==> config.mk <==
export PLATFORM = sky130hd
export DESIGN_NAME = segre_id_issue
export DESIGN_NICKNAME = d
export VERILOG_FILES = /design/src/rtl/segre_id_issue.sv
export SDC_FILE = /design/constraint.sdc
export NUM_CORES = 1
export LEC_CHECK = 0
export ABC_AREA = 1
export BUFFER_PORTS_ARGS = -buffer_cell sky130_fd_sc_hd__buf_2
export CAP_MARGIN = 40
export CORE_AREA = 2 2 195 149
export DETAILED_ROUTE_END_ITERATION = 6
export DIE_AREA = 0 0 197 151
export PLACE_DENSITY_LB_ADDON = 0.25
export SYNTH_ARGS = -nofsm -noshare
export SYNTH_HDL_FRONTEND = slang
export SYNTH_SLANG_ARGS = --single-unit
export TNS_END_PERCENT = 10
==> constraint.sdc <==
create_clock -name clk_i -period 23.1 [get_ports clk_i]
set_input_delay 4.62 -clock clk_i [delete_from_list [all_inputs] [get_ports clk_i]]
set_output_delay 4.62 -clock clk_i [all_outputs]
set_load 0.1 [all_outputs]
==> src/rtl/segre_id_issue.sv <==
// segre_id_issue: decode-to-execute issue stage.
// Reads operands from the register file, tracks in-flight register writes in
// a per-register counter scoreboard, forwards from bypass ports, stalls on
// unresolved RAW and counter-saturation hazards, and presents one registered
// instruction to EX over a valid/ready handshake. A flush squashes the held
// instruction and returns its scoreboard reservation.
module segre_id_issue #(
  parameter int WORD_W  = 32,
  parameter int NREGS   = 32,
  parameter int NUM_BYP = 2,
  parameter int CNT_W   = 2,
  parameter int CTRL_W  = 16,
  localparam int REG_W  = $clog2(NREGS)
) (
  input  logic                      clk_i,
  input  logic                      rst_i,
  input  logic                      flush_i,
  // upstream handshake and pre-decoded instruction
  input  logic                      in_valid_i,
  output logic                      in_ready_o,
  input  logic [WORD_W-1:0]         in_pc_i,
  input  logic [WORD_W-1:0]         in_imm_i,
  input  logic [REG_W-1:0]          in_rs1_i,
  input  logic [REG_W-1:0]          in_rs2_i,
  input  logic [REG_W-1:0]          in_rd_i,
  input  logic                      in_use_rs1_i,
  input  logic                      in_use_rs2_i,
  input  logic                      in_we_i,
  input  logic                      in_src_a_pc_i,
  input  logic                      in_src_b_imm_i,
  input  logic [CTRL_W-1:0]         in_ctrl_i,
  // register file read ports
  output logic [REG_W-1:0]          rf_raddr_a_o,
  output logic [REG_W-1:0]          rf_raddr_b_o,
  input  logic [WORD_W-1:0]         rf_data_a_i,
  input  logic [WORD_W-1:0]         rf_data_b_i,
  // bypass ports, index 0 is the youngest producer
  input  logic [NUM_BYP-1:0]        byp_valid_i,
  input  logic [NUM_BYP*REG_W-1:0]  byp_addr_i,
  input  logic [NUM_BYP*WORD_W-1:0] byp_data_i,
  // register file write commit
  input  logic                      wb_valid_i,
  input  logic [REG_W-1:0]          wb_addr_i,
  // downstream handshake to EX
  output logic                      out_valid_o,
  input  logic                      out_ready_i,
  output logic [WORD_W-1:0]         out_pc_o,
  output logic [WORD_W-1:0]         out_src_a_o,
  output logic [WORD_W-1:0]         out_src_b_o,
  output logic [WORD_W-1:0]         out_store_data_o,
  output logic [REG_W-1:0]          out_rd_o,
  output logic                      out_we_o,
  output logic [CTRL_W-1:0]         out_ctrl_o,
  output logic                      hazard_stall_o
);

  localparam int SUM_W = CNT_W + 2;
  localparam logic [CNT_W-1:0] CNT_ZERO = '0;
  localparam logic [CNT_W-1:0] CNT_ONE  = CNT_W'(1);
  localparam logic [CNT_W-1:0] CNT_MAX  = '1;
  localparam logic [REG_W-1:0] REG_ZERO = '0;

  // scoreboard
  logic [CNT_W-1:0]  r_cnt     [NREGS];
  logic [CNT_W-1:0]  w_cnt_nxt [NREGS];
  logic [SUM_W-1:0]  w_sum;
  logic [SUM_W-1:0]  w_dec;

  // output register
  logic              r_out_valid;
  logic [WORD_W-1:0] r_out_pc;
  logic [WORD_W-1:0] r_out_src_a;
  logic [WORD_W-1:0] r_out_src_b;
  logic [WORD_W-1:0] r_out_store_data;
  logic [REG_W-1:0]  r_out_rd;
  logic              r_out_we;
  logic [CTRL_W-1:0] r_out_ctrl;

  // operand resolution
  logic [CNT_W-1:0]  w_cnt_a;
  logic [CNT_W-1:0]  w_cnt_b;
  logic [CNT_W-1:0]  w_cnt_rd;
  logic              w_byp_hit_a;
  logic              w_byp_hit_b;
  logic [WORD_W-1:0] w_byp_data_a;
  logic [WORD_W-1:0] w_byp_data_b;
  logic [WORD_W-1:0] w_op_a;
  logic [WORD_W-1:0] w_op_b;
  logic              w_haz_a;
  logic              w_haz_b;
  logic              w_haz_struct;
  logic              w_hazard;
  logic              w_out_free;
  logic              w_issue;
  logic              w_flush_drop;

  assign rf_raddr_a_o = in_rs1_i;
  assign rf_raddr_b_o = in_rs2_i;

  assign w_cnt_a  = r_cnt[in_rs1_i];
  assign w_cnt_b  = r_cnt[in_rs2_i];
  assign w_cnt_rd = r_cnt[in_rd_i];

  // Pick the lowest-index matching bypass port for each source; scanning
  // downwards lets the lowest index overwrite any higher-index match.
  always_comb begin
    w_byp_hit_a  = 1'b0;
    w_byp_hit_b  = 1'b0;
    w_byp_data_a = '0;
    w_byp_data_b = '0;
    for (int i = NUM_BYP - 1; i >= 0; i--) begin
      if (byp_valid_i[i] && (byp_addr_i[i*REG_W +: REG_W] == in_rs1_i)) begin
        w_byp_hit_a  = 1'b1;
        w_byp_data_a = byp_data_i[i*WORD_W +: WORD_W];
      end
      if (byp_valid_i[i] && (byp_addr_i[i*REG_W +: REG_W] == in_rs2_i)) begin
        w_byp_hit_b  = 1'b1;
        w_byp_data_b = byp_data_i[i*WORD_W +: WORD_W];
      end
    end
  end

  // Resolve operand A: RF when idle, bypass only with a single producer in
  // flight, hazard otherwise. x0 and unused sources never hazard.
  always_comb begin
    w_op_a  = rf_data_a_i;
    w_haz_a = 1'b0;
    if ((w_cnt_a == CNT_ONE) && w_byp_hit_a) begin
      w_op_a = w_byp_data_a;
    end else if (w_cnt_a != CNT_ZERO) begin
      w_haz_a = 1'b1;
    end
    if (!in_use_rs1_i || (in_rs1_i == REG_ZERO)) begin
      w_haz_a = 1'b0;
    end
  end

  // Resolve operand B with the same rules as operand A.
  always_comb begin
    w_op_b  = rf_data_b_i;
    w_haz_b = 1'b0;
    if ((w_cnt_b == CNT_ONE) && w_byp_hit_b) begin
      w_op_b = w_byp_data_b;
    end else if (w_cnt_b != CNT_ZERO) begin
      w_haz_b = 1'b1;
    end
    if (!in_use_rs2_i || (in_rs2_i == REG_ZERO)) begin
      w_haz_b = 1'b0;
    end
  end

  // A saturated destination counter cannot take another reservation.
  assign w_haz_struct = in_we_i && (in_rd_i != REG_ZERO) && (w_cnt_rd == CNT_MAX);
  assign w_hazard     = in_valid_i && (w_haz_a || w_haz_b || w_haz_struct);
  assign w_out_free   = !r_out_valid || out_ready_i;

  assign in_ready_o     = !flush_i && !w_hazard && w_out_free;
  assign w_issue        = in_valid_i && in_ready_o;
  assign hazard_stall_o = w_hazard && !flush_i && w_out_free;

  // A squashed writer will never commit, so its reservation is returned.
  assign w_flush_drop = flush_i && r_out_valid && r_out_we && (r_out_rd != REG_ZERO);

  // Next scoreboard counts: issue reserves, commit and squash release,
  // releases below zero clamp at zero. x0 is never tracked.
  always_comb begin
    w_sum = '0;
    w_dec = '0;
    for (int r = 0; r < NREGS; r++) begin
      w_sum = {2'b00, r_cnt[r]};
      w_dec = '0;
      if (w_issue && in_we_i && (in_rd_i == REG_W'(r))) begin
        w_sum = w_sum + SUM_W'(1);
      end
      if (wb_valid_i && (wb_addr_i == REG_W'(r))) begin
        w_dec = w_dec + SUM_W'(1);
      end
      if (w_flush_drop && (r_out_rd == REG_W'(r))) begin
        w_dec = w_dec + SUM_W'(1);
      end
      w_cnt_nxt[r] = (w_sum > w_dec) ? CNT_W'(w_sum - w_dec) : CNT_ZERO;
      if (r == 0) begin
        w_cnt_nxt[r] = CNT_ZERO;
      end
    end
  end

  // Scoreboard counter registers.
  always_ff @(posedge clk_i or posedge rst_i) begin
    if (rst_i) begin
      r_cnt <= '{default: '0};
    end else begin
      r_cnt <= w_cnt_nxt;
    end
  end

  // Output register: flush squashes, issue loads, acceptance empties,
  // otherwise the payload holds stable for EX.
  always_ff @(posedge clk_i or posedge rst_i) begin
    if (rst_i) begin
      r_out_valid      <= 1'b0;
      r_out_pc         <= '0;
      r_out_src_a      <= '0;
      r_out_src_b      <= '0;
      r_out_store_data <= '0;
      r_out_rd         <= '0;
      r_out_we         <= 1'b0;
      r_out_ctrl       <= '0;
    end else if (flush_i) begin
      r_out_valid <= 1'b0;
    end else if (w_issue) begin
      r_out_valid      <= 1'b1;
      r_out_pc         <= in_pc_i;
      r_out_src_a      <= in_src_a_pc_i ? in_pc_i : w_op_a;
      r_out_src_b      <= in_src_b_imm_i ? in_imm_i : w_op_b;
      r_out_store_data <= w_op_b;
      r_out_rd         <= in_rd_i;
      r_out_we         <= in_we_i;
      r_out_ctrl       <= in_ctrl_i;
    end else if (out_ready_i) begin
      r_out_valid <= 1'b0;
    end
  end

  assign out_valid_o      = r_out_valid;
  assign out_pc_o         = r_out_pc;
  assign out_src_a_o      = r_out_src_a;
  assign out_src_b_o      = r_out_src_b;
  assign out_store_data_o = r_out_store_data;
  assign out_rd_o         = r_out_rd;
  assign out_we_o         = r_out_we;
  assign out_ctrl_o       = r_out_ctrl;

endmodule

* Word-level counts from Yosys, hierarchy flattened
Cells that the tools add are included.
** Cells by class
- Equal/unequal tests :: 100
- Bitwise gates (word level) :: 4
- Multiplexer cells :: 154
- Order comparisons :: 34
- Reduce and logical (&&, ||, !) cells :: 129
- Add/sub/neg operators :: 93
** Operators by type and width (count)
- two-way mux 32 bit :: 8
- equality test 5 bit, second input constant :: 48
- adder 4 x 1 -> 4 bit, second input constant :: 31
- greater-than comparator 3 x 4 -> 1 bit :: 31
- two-way mux 4 bit :: 31
- equality test 5 x 4 -> 1 bit, second input constant :: 24
- logical AND 1 bit :: 111
- adder 2 x 1 -> 3 bit, second input constant :: 31
- two-way mux 3 bit :: 31
- two-way mux 2 bit :: 37
- subtractor 2 bit :: 31
- equality test 5 x 3 -> 1 bit, second input constant :: 12
- two-way mux 1 bit :: 44
- binary-select mux 2 bit (select 5 bit) :: 3
- equality test 5 x 2 -> 1 bit, second input constant :: 6
- equality test 5 bit :: 4
- >= comparator 6 bit, second input constant :: 3
- inverter 5 -> 6 bit :: 3
- equality test 5 x 1 -> 1 bit, second input constant :: 3
- zero test 5 bit :: 2
- nonzero test 5 bit :: 2
- zero test 1 bit :: 5
- logical OR 1 bit :: 5
- equality test 2 x 1 -> 1 bit, second input constant :: 2
- other kinds (5) :: 6
** Storage, ports and cells
- Bits of input ports :: 251
- Output and inout bits :: 163
- Register bits :: 213

* Logic depth before layout (Yosys ltp)
Gate-level depths: netlist (run 1).
- Word-level depth :: 20
- Depth in mapped cells :: 24

* Worst setup path before layout (run 1)
Ideal clock, no wire load.
- Path kind :: input to output
- From :: input port in_rs2_i[3]
- To :: output port in_ready_o
- Data required time :: 18.480 ns
- Cell stages on the path :: 11
- Arrival time :: 7.233 ns
- Path buffers :: 1
- Slack :: 11.247 ns
- Cell sequence :: buf_2 -> or2_1 -> a21oi_1 -> nand3_1 -> nand2_1 -> inv_2 -> nand3_1 -> nand2_1 -> nand2_1 -> nand3_1 -> a21oi_1
** On the way
- Word-level cells in the longest chain between the ends :: 14
** RTL lines
- from (decl) :: line 24 : input logic [REG_W-1:0] in_rs2_i,
- inverter 5 -> 6 bit (not written as such) :: line 101 : assign w_cnt_b = r_cnt[in_rs2_i];
- binary-select mux 2 bit (select 5 bit) :: line 101
- two-way mux 2 bit (not written as such) (2 in series) :: line 101
- nonzero test 2 bit / equality test 2 x 1 -> 1 bit (equally long branches) :: line 144, 142
- two-way mux 1 bit / logical AND 1 bit (equally long branches) :: line 144, 142
- two-way mux 1 bit :: line 142 : if ((w_cnt_b == CNT_ONE) && w_byp_hit_b) begin
- two-way mux 1 bit (*) :: line 147 : if (!in_use_rs2_i || (in_rs2_i == REG_ZERO)) begin
- logical OR 1 bit (*) (2 in series) :: line 154 : assign w_hazard = in_valid_i && (w_haz_a || w_haz_b || w_haz_struct);
- logical AND 1 bit (*) :: line 154
- zero test 1 bit (*) :: line 157 : assign in_ready_o = !flush_i && !w_hazard && w_out_free;
- logical AND 1 bit (*) (2 in series) :: line 157
- to (decl) :: line 20 : output logic in_ready_o,
Every way passes the cells marked *; elsewhere a longest branch is shown, timed or not. The select of a mux whose other input is x is not followed.

* Final worst setup path (run 1)
- From :: input port in_rs1_i[0]
- To :: output port in_ready_o
** On the way
- Word-level cells in the longest chain between the ends :: 14
** RTL lines
- from (decl) :: line 23 : input logic [REG_W-1:0] in_rs1_i,
- inverter 5 -> 6 bit (not written as such) :: line 100 : assign w_cnt_a = r_cnt[in_rs1_i];
- binary-select mux 2 bit (select 5 bit) :: line 100
- two-way mux 2 bit (not written as such) (2 in series) :: line 100
- nonzero test 2 bit / equality test 2 x 1 -> 1 bit (equally long branches) :: line 130, 128
- two-way mux 1 bit / logical AND 1 bit (equally long branches) :: line 130, 128
- two-way mux 1 bit :: line 128 : if ((w_cnt_a == CNT_ONE) && w_byp_hit_a) begin
- two-way mux 1 bit (*) :: line 133 : if (!in_use_rs1_i || (in_rs1_i == REG_ZERO)) begin
- logical OR 1 bit (*) (2 in series) :: line 154
- logical AND 1 bit (*) :: line 154
- zero test 1 bit (*) :: line 157
- logical AND 1 bit (*) (2 in series) :: line 157
Marked as above.

==> summary.md, run 1 <==
| Metric | Value |
|---|---|
| Outcome | `finished, violations left` |
| Failing checks | `design-rule violations` |
| Non-filler cells, final | `2,980` |
| DR vias | `17,800` |
| Nets | `2,994` |
| Max clock buf depth | `3` |
| CP Launch Type | `input pin` |
| Final setup margin | `10.76 ns` |
| Crit path cell chain | `buf_2, inv_2, o21ai_0, nand3_1, nand3_1, nand2_1, nand2_1, nand2_1, nand2_1, nand3_1, a21oi_1, buf_2` |
| Commonest non-fill, non-tap cells in the layout | `nand2_1, buf_2, dfrtp_1` |
| Mux contribution to synthesized area | `1.97%` |
| Detailed Routing Iterations Pass 1 | `7` |
| Setup repair bufs after CTS | `0` |
| Hold-fix buffers at CTS | `0` |
| Fin crit share | `53.4%` |
| Seq/Total Area, Yosys | `32.9%` |
| Area growth syn-to-layout | `19.0%` |
| Yosys reg bits | `213` |
| Final Hold Vio Count | `0` |
| H-tree level count | `1` |
| Critical Path RT | `18.48 ns` |
| Final RePlAce weighted congestion | `1.01` |
| Max Cap Viol | `0` |
| Share of flip-flops with an asynchronous set or reset | `100%` |
| WL final | `65,000 um` |
| Power per cell area | `94.2 nW/um2` |
| Post-synthesis xor/xnor area fraction | `1.73%` |
| Avg Cell Area, Syn | `7.17 um2` |
| VDD IR max | `0.110 mV` |
| DIE AREA | `29,700 um2` |
| CP endpoint kind | `primary output` |
| Layout cells sized above 1 | `19.7%` |
| Clock transition at path regs | `0.06 ns` |
| Die Y | `151 um` |
| Fin. max-slew vios | `0` |
| CP max-delay cell | `buf_2` |
| Wire per inst | `21.8 um` |
| Leak Pwr | `10.5 nW` |
| Clock latency on the worst-skew pair | `0.55 ns` |
| Simple-gate share of the synthesized area | `28.4%` |
| Netlist cell types | `34` |
| Detail Route Antenna Nets | `0` |
| CP max FO | `43` |
| Post-synth net total | `2,670` |
| Largest net degree at the start of global routing | `213` |
| GRT Total Usage | `42.4%` |
| Final Setup Violations | `0` |
| I/O pin cnt | `414` |
| Largest family of logic cells by synthesized area | `simple AND/OR/NAND/NOR gates` |
| Residual DRC | `1` |
| Core Footprint | `27,700 um2` |
| Cell count after synthesis | `2,264` |
| Min Tclk post-route | `12.34 ns` |
| Placed cell areas | `18,300 um2` |
| Initial DRC count | `2,487` |
| TritonCTS Buffers | `24` |
| Dominant synthesized flop cell | `dfrtp_1` |
| Total Power | `0.00182 W` |
| Initial core utilization | `58.5%` |
| Post-synth EDFFs | `0` |
| Vias per inst | `5.98` |
| CTS sink count | `213` |
| Hold Crit Class | `flip-flop to flip-flop` |
| Cell Rows | `53` |
| Synth Area in Adders | `13.4%` |
| Clk_skew | `0.0185 ns` |
| Setup CP Type | `input pin to primary output` |
| Post-Route Setup TNS | `0 ns` |
| Placed cell count | `2,919` |
| Rel. slew slack | `34.2%` |
| Synthesized cell area | `16,200 um2` |
| # resized after CTS | `0` |
| Clk root buf | `clkbuf_16` |
| Most used cell, CP | `nand2_1` |
| Register area | `5330 um2` |
| Hpwl dp | `49,800 um` |
| Initial antenna violation count | `15` |
| CP arrival | `7.72 ns` |
| Fin area | `19,300 um2` |
| Most common cell after layout, fill and taps aside | `nand2_1` |
| Port bufs | `413` |
| CP max stage delay | `0.59 ns` |
| Global route overflow | `0` |
| Filler cells | `2,366` |
| Slew @ Worst Pin | `0.987 ns` |
| DP Worst Slack | `10.82 ns` |
| Vias in the first global route | `16,200` |
| Fmax | `0.0810 GHz` |
| Synth warnings | `0` |
| Compound-Gate Fraction of Synth Area | `13.6%` |
| RSZ-0062 raised after global routing | `no` |
| CTS tree | `built` |
| Wire length of the first global-routing pass | `95,000 um` |
| Area of the multi-input gates | `9610 um2` |
| Die Width | `197 um` |
==> layer usage <==
layer / global-route usage, % / part of all wire (%) / vias up
li1: - / - / 8065
met1: 59.7 / 40 / 8263
met2: 60.5 / 41 / 1264
met3: 12.5 / 14 / 227
met4: 18.3 / 4.7 / 4
met5: 0 / 0.042 / -
==> worst max-delay path, delay by kind of cell <==
family                 cells  cell delay, ns
AO/OA/AOI/OAI              2            0.45
AND/OR/NAND/NOR            7            1.31
buffers and inverters      3            1.32
==> path summary, 6_finish.rpt <==
check                      slack, ns              endpoint            from  cells past startpoint
max in group asynchronous      17.65             r_cnt[56]           rst_i                      3
hold reg to reg                 0.47        out_ctrl_o[12]  out_ctrl_o[12]                      2
setup / recovery               10.76            in_ready_o     in_rs1_i[0]                     12
min in group asynchronous       4.15       out_src_b_o[23]           rst_i                      2
setup reg to reg               17.89  out_store_data_o[27]       r_cnt[57]                     18
hold / removal                  0.47        out_ctrl_o[12]  out_ctrl_o[12]                      2
==> synthesized netlist by cell type (4+ instances only) <==
cell | instances | area share (%)
o31ai_1 | 11 | 0.51
o211ai_1 | 33 | 1.5
nor3_1 | 5 | 0.15
nand4_1 | 34 | 1.3
nand2_1 | 798 | 18
a31oi_1 | 16 | 0.62
buf_4 | 15 | 0.69
nor2_1 | 161 | 3.7
buf_2 | 49 | 1.5
inv_1 | 148 | 3.4
a21oi_1 | 104 | 3.2
clkbuf_1 | 55 | 1.3
o21ai_1 | 38 | 1.2
nor4_1 | 5 | 0.19
nand3_1 | 138 | 4.3
o21a_1 | 33 | 1.5
xor2_1 | 32 | 1.7
buf_1 | 9 | 0.21
dfrtp_1 | 213 | 33
o2111ai_1 | 18 | 0.97
fa_1 | 31 | 3.8
ha_1 | 124 | 9.6
o21ai_0 | 85 | 2.6
inv_2 | 37 | 0.86
mux2i_1 | 32 | 2.0
o22ai_1 | 4 | 0.15
a21o_1 | 26 | 1.2
==> cell families after synthesis <==
| group | count (synthesis) |
|---|---|
| adders and majority gates | 155 |
| AOI/OAI and AO/OA | 371 |
| muxes | 32 |
| xor gates and xnor gates | 32 |
| buffers and inverters | 313 |
| and+or+nand+nor | 1148 |
| DFF | 213 |
==> report_power, final <==
| group | switching [W] | internal, W |
|---|---|---|
| sequential | 0.0000435 | 0.000447 |
| combinational | 0.000744 | 0.000124 |
| clock | 0.000177 | 0.000285 |
| total | 0.000964 | 0.000855 |
==> metrics by stage <==
step	util, %	hold slack (ns)
global placement	65.8	0.448
detailed placement	66.1	0.453
global route	69.6	0.481
finish	69.7	0.467
CTS	69.5	0.469
floorplan	-	0.717
==> area by class of cell <==
| class | instances | share of cell area [%] |
|---|---|---|
| inverters | 185 | 3.64 |
| multi-input cells | 1738 | 49.8 |
| repair buffers | 426 | 11.5 |
| diodes | 17 | 0.220 |
| clock buffers | 27 | 3.38 |
| clock inverters | 17 | 1.51 |
| flip-flops and latches | 213 | 27.6 |
| well taps | 357 | 2.31 |
==> registers in the layout, summed over array words and instances, names as in the netlist <==
signal and flops:
out_ctrl_o 16, out_store_data_o 32, out_we_o 1, out_src_a_o 32, out_pc_o 32, out_src_b_o 32
out_valid_o 1, out_rd_o 5, r_cnt 62
Power figures use the tool's default switching activity.
==> run 2: changes to the inputs <==
--- a/config.mk
+++ b/config.mk
@@ -8,9 +8,9 @@
 export ABC_AREA = 1
 export BUFFER_PORTS_ARGS = -buffer_cell sky130_fd_sc_hd__buf_2
 export CAP_MARGIN = 40
-export CORE_AREA = 2 2 195 149
+export CORE_AREA = 2 2 212 162
 export DETAILED_ROUTE_END_ITERATION = 6
-export DIE_AREA = 0 0 197 151
+export DIE_AREA = 0 0 214 164
 export PLACE_DENSITY_LB_ADDON = 0.25
 export SYNTH_ARGS = -nofsm -noshare
 export SYNTH_HDL_FRONTEND = slang
==> constraint.sdc (replaced) <==
create_clock -name clk_i -period 10.5 [get_ports clk_i]
set_input_delay 2.1 -clock clk_i [delete_from_list [all_inputs] [get_ports clk_i]]
set_output_delay 2.1 -clock clk_i [all_outputs]
set_load 0.1 [all_outputs]
==> summary.md, run 2 (synthesized netlist as in run 1, its figures left out) <==
| Metric | Value |
|---|---|
| Outcome | `completed` |
| Nets | `3,000 (+0.20%)` |
| Final Setup Violations | `0 (unchanged)` |
| Final RePlAce weighted congestion | `0.986 (-2.4%)` |
| Largest register FFs | `62 (unchanged)` |
| Leak Pwr | `10.5 nW (about the same)` |
| Clk_skew | `0.0159 ns (-0.00254 ns)` |
| Die Width | `214 um (+8.6%)` |
| NetSw | `0.00212 W (+120%)` |
| DIE AREA | `35,100 um2 (+18%)` |
| Clock latency on the worst-skew pair | `0.55 ns (about the same)` |
| Initial DRC count | `2,197 (-12%)` |
| Vias per inst | `5.66 (-5.4%)` |
| Max clock buf depth | `3 (unchanged)` |
| Initial core utilization | `49.1% (-9.4 points)` |
| TritonCTS Buffers | `25 (+4.2%)` |
| Critical Path RT | `8.40 ns (-10.08 ns)` |
| Detailed Routing Iterations Pass 1 | `6 (-1)` |
| Hpwl dp | `50,600 um (+1.6%)` |
| RSZ-0062 raised after global routing | `no` |
| Min Tclk post-route | `7.24 ns` |
| Clock transition at path regs | `0.06 ns (about the same)` |
| Detail Route Antenna Nets | `0 (unchanged)` |
| Post-Route Setup TNS | `0 ns (unchanged)` |
| Int Pwr | `0.00181 W (+110%)` |
| Final Hold Vio Count | `0 (unchanged)` |
| Die Y | `164 um (+8.6%)` |
| Combinational power share | `48.7% (+1.0 points)` |
| WL final | `65,400 um (+0.70%)` |
| Initial antenna violation count | `22 (+7)` |
| Setup CP Type | `input pin to primary output` |
| GRT Total Usage | `35.9% (-6.5 points)` |
| Clk root buf | `clkbuf_16` |
| Wire per inst | `21.2 um (-2.7%)` |
| Fmax | `0.138 GHz` |
| Setup repair bufs after CTS | `0 (unchanged)` |
| Clock group share of total power | `23.9% (-1.5 points)` |
| Global route overflow | `0 (unchanged)` |
| Critical R2R Capture | `r_cnt[55]` |
| Cell Rows | `58 (+9.4%)` |
| Worst setup path startpoint | `in_rs1_i[0]` |
| Register name with the most flops | `r_cnt` |
| Flop pwr share | `27.4% (+0.4 points)` |
| CP arrival | `5.14 ns (-2.58 ns)` |
| VDD IR max | `0.219 mV (+99%)` |
| Residual DRC | `0 (-1)` |
| FF-to-FF Start | `r_cnt[57]` |
| Fin. max-slew vios | `0 (unchanged)` |
| Wire length of the first global-routing pass | `96,100 um (+1.1%)` |
| H-tree level count | `1 (unchanged)` |
| CP Launch Type | `input pin` |
| Worst Hold Slack | `0.468 ns (+0.00108 ns)` |
| I/O pin cnt | `414 (unchanged)` |
| Power per cell area | `202 nW/um2 (+110%)` |
| Most common cell after layout, fill and taps aside | `nand2_1` |
| Largest net degree at the start of global routing | `165 (-23%)` |
| CP max FO | `43 (unchanged)` |
| Reg2Reg Setup Slack | `5.66 ns (-12.23 ns)` |
| Fin crit share | `68.9%` |
| CTS tree | `built` |
| Max Cap Viol | `0 (unchanged)` |
| # resized after CTS | `0 (unchanged)` |
| Area growth syn-to-layout | `20.0%` |
| DR vias | `17,500 (-2.1%)` |
| Worst Setup EP | `in_ready_o` |
| CTS sink count | `213 (unchanged)` |
| Layout cells sized above 1 | `19.9% (+0.18 points)` |
| Port bufs | `413 (unchanged)` |
| Hold Crit Class | `flip-flop to flip-flop` |
| Rel. slew slack | `35.3% (+1.1 points)` |
| Worst R2R Path Depth | `20 (+2)` |
| Hold-fix buffers at CTS | `0 (unchanged)` |
| Filler cells | `3,149 (+33%)` |
| Sw Share | `54.0% (+0.98 points)` |
| Slew @ Worst Pin | `0.970 ns (-0.0166 ns)` |
| Core Footprint | `33,000 um2 (+19%)` |
| Vias in the first global route | `16,100 (-1.1%)` |
| CP endpoint kind | `primary output` |
| Commonest non-fill, non-tap cells in the layout | `nand2_1, buf_2, dfrtp_1` |
run 2: changes by cell type in the layout (fill, tap and decap cells not counted), moves of 2 or more:
cell	delta
buf_16	+2
clkbuf_8	+3
diode_2	+4
clkinv_4	-3
clkinvlp_4	+5
buf_12	+2
bufinv_16	-4
run 2: layer usage:
| layer | wire (um) | GRT usage, % | share of wire (%) |
|---|---|---|---|
| met1 | 27900 | 50.9 | 43 |
| met2 | 27200 | 51.0 | 42 |
| met3 | 8140 | 12.0 | 12 |
| met4 | 2190 | 12.6 | 3.4 |
| met5 | 41 | 0 | 0.063 |
run 2: how the worst min path moves through the flow:
stage	to	slack [ns]	from	depth (start not counted)
after detailed placement	out_store_data_o[16]	0.45	out_store_data_o[16]	2
after global placement	out_ctrl_o[13]	0.45	out_ctrl_o[13]	2
final	out_store_data_o[16]	0.47	out_store_data_o[16]	2
after CTS	out_store_data_o[16]	0.47	out_store_data_o[16]	2
after global routing	out_ctrl_o[8]	0.49	out_ctrl_o[8]	2
after floorplan	r_cnt[16]	0.72	r_cnt[17]	3
run 2: per-stage QoR:
step | setup slack (ns) | util, % | total power (W) | cells | cell area [um2]
detailed placement | 3.33 | 56.2 | 0.00299 | 3017 | 18500
CTS | 3.32 | 58.8 | 0.00392 | 3063 | 19400
global route | 2.95 | 58.9 | 0.00405 | 3080 | 19500
finish | 3.26 | 59.0 | 0.00393 | 3084 | 19500
floorplan | 2.58 | - | 0.00260 | 2264 | 16200
global placement | 3.07 | 55.6 | 0.00296 | 3010 | 18400
run 2: critical path, cell delays in order:
cell and delay [ns]:
buf_2 0.59, nor2_1 0.30, a21oi_1 0.20, nand3_1 0.12, nand3_1 0.10, nand3_1 0.08, nand2_1 0.54, nand2_1 0.12
nand2_1 0.10, nand3_1 0.22, a21oi_1 0.19, buf_2 0.44
run 2: power by group through the flow:
| stage | logic (W) | clock network [W] | registers [W] |
|---|---|---|---|
| 6_report | 0.00191 | 0.000938 | 0.00108 |
| 5_1_grt | 0.00198 | 0.000980 | 0.00110 |
| 4_1_cts | 0.00191 | 0.000945 | 0.00107 |
| 3_5_place_dp | 0.00190 | 0 | 0.00108 |
| 3_3_place_gp | 0.00189 | 0 | 0.00108 |
| 2_1_floorplan | 0.000319 | 0 | 0.00228 |
run 2: layout make-up:
class                   count  area [um2]  area share (%)
clock buffers              31         698            3.59
multi-input cells        1738        9610            49.4
inverters                 185         704            3.62
diodes                     21        52.6           0.270
flip-flops and latches    213        5330            27.4
clock inverters            15         173           0.887
repair buffers            431        2330            12.0
well taps                 450         563            2.89
